$ cat src/rtl/regfile_pkg.sv
// Shared types and helpers for the multiport register file.
// The optional feature macro REGFILE_ZERO_REG_EN is consumed by multiport_register_file.
package regfile_pkg;

    localparam int unsigned RF_DEF_WIDTH    = 32;
    localparam int unsigned RF_DEF_ADDR     = 5;
    localparam int unsigned RF_DEF_DEPTH    = 32;
    localparam int unsigned RF_DEF_RD_PORTS = 2;

    typedef enum logic {
        RF_IDLE  = 1'b0,
        RF_CLEAR = 1'b1
    } rf_state_e;

    // Bit offset of a port's field inside a packed multi-port bus.
    function automatic int unsigned port_offset(input int unsigned port, input int unsigned width);
        return port * width;
    endfunction

endpackage

$ cat src/rtl/regfile_clear_ctrl.sv
// Clear sequencer: sweeps every entry to zero after reset or on request,
// then reports ready. Holds the FSM and the sweep address counter.
module regfile_clear_ctrl
    import regfile_pkg::*;
#(
    parameter int unsigned DEPTH     = RF_DEF_DEPTH,
    parameter int unsigned ADDR_SIZE = RF_DEF_ADDR
) (
    input  logic                 clk,
    input  logic                 rst,
    input  logic                 clear_req_i,
    output logic                 clear_we_o,
    output logic [ADDR_SIZE-1:0] clear_addr_o,
    output logic                 ready_o
);

    localparam logic [ADDR_SIZE-1:0] LAST_ADDR = ADDR_SIZE'(DEPTH - 1);

    rf_state_e            state_q, state_d;
    logic [ADDR_SIZE-1:0] cnt_q, cnt_d;

    always_ff @(posedge clk or posedge rst) begin
        if (rst) begin
            state_q <= RF_CLEAR;
            cnt_q   <= '0;
        end else begin
            state_q <= state_d;
            cnt_q   <= cnt_d;
        end
    end

    always_comb begin
        state_d = state_q;
        cnt_d   = cnt_q;
        unique case (state_q)
            RF_CLEAR: begin
                // Counter parks on the last entry rather than wrapping.
                if (cnt_q == LAST_ADDR) begin
                    state_d = RF_IDLE;
                end else begin
                    cnt_d = cnt_q + ADDR_SIZE'(1);
                end
            end
            RF_IDLE: begin
                if (clear_req_i) begin
                    state_d = RF_CLEAR;
                    cnt_d   = '0;
                end
            end
            default: state_d = RF_CLEAR;
        endcase
    end

    always_comb begin
        ready_o      = (state_q == RF_IDLE);
        clear_we_o   = (state_q == RF_CLEAR);
        clear_addr_o = cnt_q;
    end

endmodule

$ cat src/rtl/multiport_register_file.sv
// Register file with N combinational read ports, same-cycle write bypass and a
// hardware clear sweep. Define REGFILE_ZERO_REG_EN to hard-wire register 0 to zero.
module multiport_register_file
    import regfile_pkg::*;
#(
    parameter int unsigned REG_WIDTH    = RF_DEF_WIDTH,
    parameter int unsigned REG_DEPTH    = RF_DEF_DEPTH,
    parameter int unsigned ADDR_SIZE    = RF_DEF_ADDR,
    parameter int unsigned NUM_RD_PORTS = RF_DEF_RD_PORTS
) (
    input  logic                              clk,
    input  logic                              rst,
    input  logic                              reg_write,
    input  logic [ADDR_SIZE-1:0]              write_register,
    input  logic [REG_WIDTH-1:0]              write_data,
    input  logic [NUM_RD_PORTS*ADDR_SIZE-1:0] read_register,
    output logic [NUM_RD_PORTS*REG_WIDTH-1:0] read_data,
    input  logic                              clear_req,
    output logic                              ready
);

    logic                 clear_we;
    logic [ADDR_SIZE-1:0] clear_addr;
    logic                 user_we;
    logic                 wr_addr_ok;

    logic [REG_WIDTH-1:0] regs_q [REG_DEPTH];

    regfile_clear_ctrl #(
        .DEPTH     (REG_DEPTH),
        .ADDR_SIZE (ADDR_SIZE)
    ) u_clear_ctrl (
        .clk          (clk),
        .rst          (rst),
        .clear_req_i  (clear_req),
        .clear_we_o   (clear_we),
        .clear_addr_o (clear_addr),
        .ready_o      (ready)
    );

`ifdef REGFILE_ZERO_REG_EN
    assign wr_addr_ok = (write_register != '0);
`else
    assign wr_addr_ok = 1'b1;
`endif

    // A write coinciding with a clear request is dropped: the sweep wins.
    assign user_we = ready && reg_write && !clear_req && wr_addr_ok;

    always_ff @(posedge clk) begin
        if (clear_we) begin
            regs_q[clear_addr] <= '0;
        end else if (user_we) begin
            regs_q[write_register] <= write_data;
        end
    end

    genvar gi;
    generate
        for (gi = 0; gi < NUM_RD_PORTS; gi++) begin : g_rd_port
            logic [ADDR_SIZE-1:0] raddr;
            logic                 bypass_hit;
            logic [REG_WIDTH-1:0] rdata;

            assign raddr      = read_register[port_offset(gi, ADDR_SIZE) +: ADDR_SIZE];
            assign bypass_hit = ready && reg_write && (write_register == raddr);

            always_comb begin
                rdata = regs_q[raddr];
                if (!ready) begin
                    rdata = '0;
                end else if (bypass_hit) begin
                    rdata = write_data;
                end
`ifdef REGFILE_ZERO_REG_EN
                if (raddr == '0) begin
                    rdata = '0;
                end
`endif
            end

            assign read_data[port_offset(gi, REG_WIDTH) +: REG_WIDTH] = rdata;
        end
    endgenerate

endmodule

$ cat config.mk
export PLATFORM = sky130hd
export DESIGN_NAME = multiport_register_file
export DESIGN_NICKNAME = d
export VERILOG_FILES = /design/src/rtl/regfile_pkg.sv /design/src/rtl/regfile_clear_ctrl.sv /design/src/rtl/multiport_register_file.sv
export SDC_FILE = /design/constraint.sdc
export NUM_CORES = 1
export LEC_CHECK = 0
export BUFFER_PORTS_ARGS = -buffer_cell sky130_fd_sc_hd__buf_2
export CAP_MARGIN = 20
export CORE_ASPECT_RATIO = 1.75
export CORE_MARGIN = 3
export CORE_UTILIZATION = 30
export DETAILED_ROUTE_END_ITERATION = 8
export PLACE_DENSITY = 0.42
export SYNTH_ARGS = -nofsm -noshare
export SYNTH_HDL_FRONTEND = slang
export SYNTH_HIERARCHICAL = 1
export SYNTH_SLANG_ARGS = --single-unit
$ cat constraint.sdc
create_clock -name clk -period 6.5 [get_ports clk]
set_input_delay 0.325 -clock clk [delete_from_list [all_inputs] [get_ports clk]]
set_output_delay 0.325 -clock clk [all_outputs]
set_load 0.01 [all_outputs]
==> qor.csv <==
metric,value,unit
status,"finished, final reports clean",
final_common_cell,edfxtp_1,
grt_antenna_before_repair,14,
p_clk_share,34.9,%
clk_pin_slew,0.06,ns
ff_latch_area,0.0309,mm²
die-area,0.172,mm²
synth_flop_cell,edfxtp_1,
start_util,30.3,%
pin_count,116,
grt_pass1_vias,32800,
grt_pass1_wl,273000,µm
fin_crit_sh,67.8,%
fill_cells,15800,
mostFrequentLayoutCells,"edfxtp_1, mux2i_1, mux4_2",
ant_nets,0,
end_kind,output pin,
drc,0,
num_rows,197,
cap_violations,0,
insertion_delay,0.70,ns
maxSlewHeadroom,22.7,%
fin_nets,3104,
ir_drop,0.000214,V
netlist_area,0.0500,mm²
skew,0.0201,ns
p_int,12.4,mW
p_seq_share,47.2,%
gr-total-overflow,0,
switchingPower,5.12,mW
cts_tree,built,
yosysWarnings,6,
syn_to_final_growth,13.9,%
fin_cells,5324,
cts_root_buf,clkbuf_16,
arrival,4.08,ns
required,6.17,ns
p_comb_share,17.9,%
cts_made_buffers,99,
die_w,315,µm
cts_resized,0,
globalplace.congestion,0.807,
synth_nets,2988,
yosysSeqAreaShare,61.8,%
dpl.hpwl,125000,µm
path_common_cell,buf_4,
start_kind,flip-flop,
crit_family,buffers and inverters,
syn_area_per_cell,17.0,µm²
die_h,546,µm
max_clock_freq,227,MHz
firstDrtPassIters,6,
fin_crit,4.41,ns
synth_edf_count,1024,
finalHoldViolations,0,
worst-path-max-fanout,30,
vias,31600,
vias_per_cell,5.93,
hold_class,primary input to async pin,
place_inst,5118,
setup_viol,0,
drt_iter0_drc,3366,
port_buffers,115,
grt_max_degree,99,
power_leakage,19.2,nW
multi_input_area,0.0176,mm²
p_per_area,308,mW/mm²
ys_async_sr_fraction,0.583,%
routedWlPerCell,37.4,µm
drive_above_1_share,25.5,%
synth_cell_types,76,
track_usage,22.8,%
cts_buffer_depth,3,
crit_type,flip-flop to output pin,
routed_wl,199000,µm
htree_levels,3,
rsz0062_at_grt,false,
slowest_delay,0.71,ns
syn_inst,2935,
tightest_slew,1.16,ns
worst-path-buf-inv,4,
slowest_stage,or3_2,
switching_share,29.2,%
fin_setup_tns,0,ns
critical_path.cell_chain,inv_2 > buf_4 > nand2_1 > or3_2 > buf_4 > o21ai_0 > a41oi_1 > buf_2,
yosys_register_bits,1030,
clock_sinks,1030,
final_max_slew_viol_count,0,
coreArea,0.165,mm²
metal layers:
| layer | track usage (%) | vias to the layer above | wire length, µm |
|---|---|---|---|
| met5 | 0 | - | 24 |
| met4 | 8.25 | 4 | 7750 |
| met3 | 2.77 | 322 | 10600 |
| met2 | 40.5 | 1410 | 103000 |
| met1 | 28.3 | 17100 | 77900 |
| li1 | - | 12700 | - |
per-stage QoR:
step / instance area [µm²] / total power [mW] / util, % / hold slack [ns] / worst slack, ns
global route: 56900 / 18.1 / 34.5 / 0.0702 / 1.97
global placement: 52900 / 11.5 / 32.1 / 0.250 / 2.20
detailed placement: 53100 / 11.5 / 32.2 / 0.253 / 2.14
finish: 56900 / 17.5 / 34.5 / 0.0825 / 2.09
CTS: 56500 / 17.6 / 34.2 / 0.0258 / 1.91
floorplan: 50000 / 9.97 / - / 0.115 / 2.98
power groups by stage:
stage / registers [mW] / logic (mW) / clock network [mW]
6_report: 8.26 / 3.13 / 6.12
4_1_cts: 8.26 / 3.15 / 6.24
5_1_grt: 8.32 / 3.26 / 6.49
2_1_floorplan: 8.31 / 1.66 / 0
3_3_place_gp: 8.36 / 3.10 / 0
3_5_place_dp: 8.40 / 3.14 / 0
worst paths after layout:
| kind | slack (ns) | cells past startpoint | endpoint | startpoint |
|---|---|---|---|---|
| max | 2.09 | 8 | read_data[45] | u_clear_ctrl/clear_we_o$_DFF_PP1_ |
| min | 0.08 | 3 | u_clear_ctrl/clear_addr_o[1]$_DFFE_PP0P_ | rst |
| max reg2reg | 2.42 | 8 | regs_q[12][19]$_DFFE_PP_ | u_clear_ctrl/clear_we_o$_DFF_PP1_ |
| min reg2reg | 0.63 | 1 | u_clear_ctrl/clear_addr_o[0]$_DFFE_PP0P_ | u_clear_ctrl/clear_addr_o[0]$_DFFE_PP0P_ |
| max in group asynchronous | 6.15 | 3 | u_clear_ctrl/clear_we_o$_DFF_PP1_ | rst |
| min in group clk | 0.09 | 2 | regs_q[24][9]$_DFFE_PP_ | write_data[9] |
sequential cells by signal, summed over array words and instances, names as in the netlist:
signal	cells
regs_q	1024
u_clear_ctrl/clear_addr_o	5
u_clear_ctrl/clear_we_o	1
area by class of cell:
cell class	instances	share of cell area, %
diodes	2	0.00879
well taps	2189	4.81
clock buffers	114	4.53
inverters	19	0.132
clock inverters	69	1.34
multi-input cells	1643	31.0
flip-flops and latches	1030	54.3
repair buffers	258	3.90
tightest hold or removal path, stage by stage:
cell	delay, ns
dlygate4sd3_1	0.52
buf_2	0.11
inv_1	0.19
synth_stat cells (all sizes together) (6+ instances only):
master	number	area, µm²
mux4	308	6950
a222oi	10	100
a221o	45	450
clkbuf	94	368
a21o	13	97.6
inv	17	63.8
nand3	38	190
o21ai	123	616
edfxtp	1024	30700
nand3b	8	60.1
o21a	15	113
a221oi	171	1580
nand2b	15	93.8
a22oi	14	105
nor2	92	348
o211ai	6	45.0
o22ai	9	56.3
and3	11	68.8
o221ai	15	131
a211o	9	78.8
buf	146	1280
a21oi	60	300
nand2	69	259
and2	36	225
mux2i	418	4180
mux2	12	139
a31oi	33	206
nor3	15	80.1
o31ai	6	45.0
a41oi	23	201
a32oi	12	105
logic make-up after synthesis:
family                     synth area share, %
and+or+nand+nor                           3.01
DFF                                       61.8
muxes                                     22.6
AOI/OAI and AO/OA                         8.86
xor gates and xnor gates                 0.175
adders and majority gates               0.0501
buffers and inverters                     3.50
timing repair:
| action | CTS | global route |
|---|---|---|
| hold buffers | 2 | 0 |
| setup buffers | 0 | 0 |
| endpoints found under the hold margin | 7 | 0 |
| endpoints found under the setup margin | 0 | 0 |
Note: power is estimated with default switching activity, not from simulation.
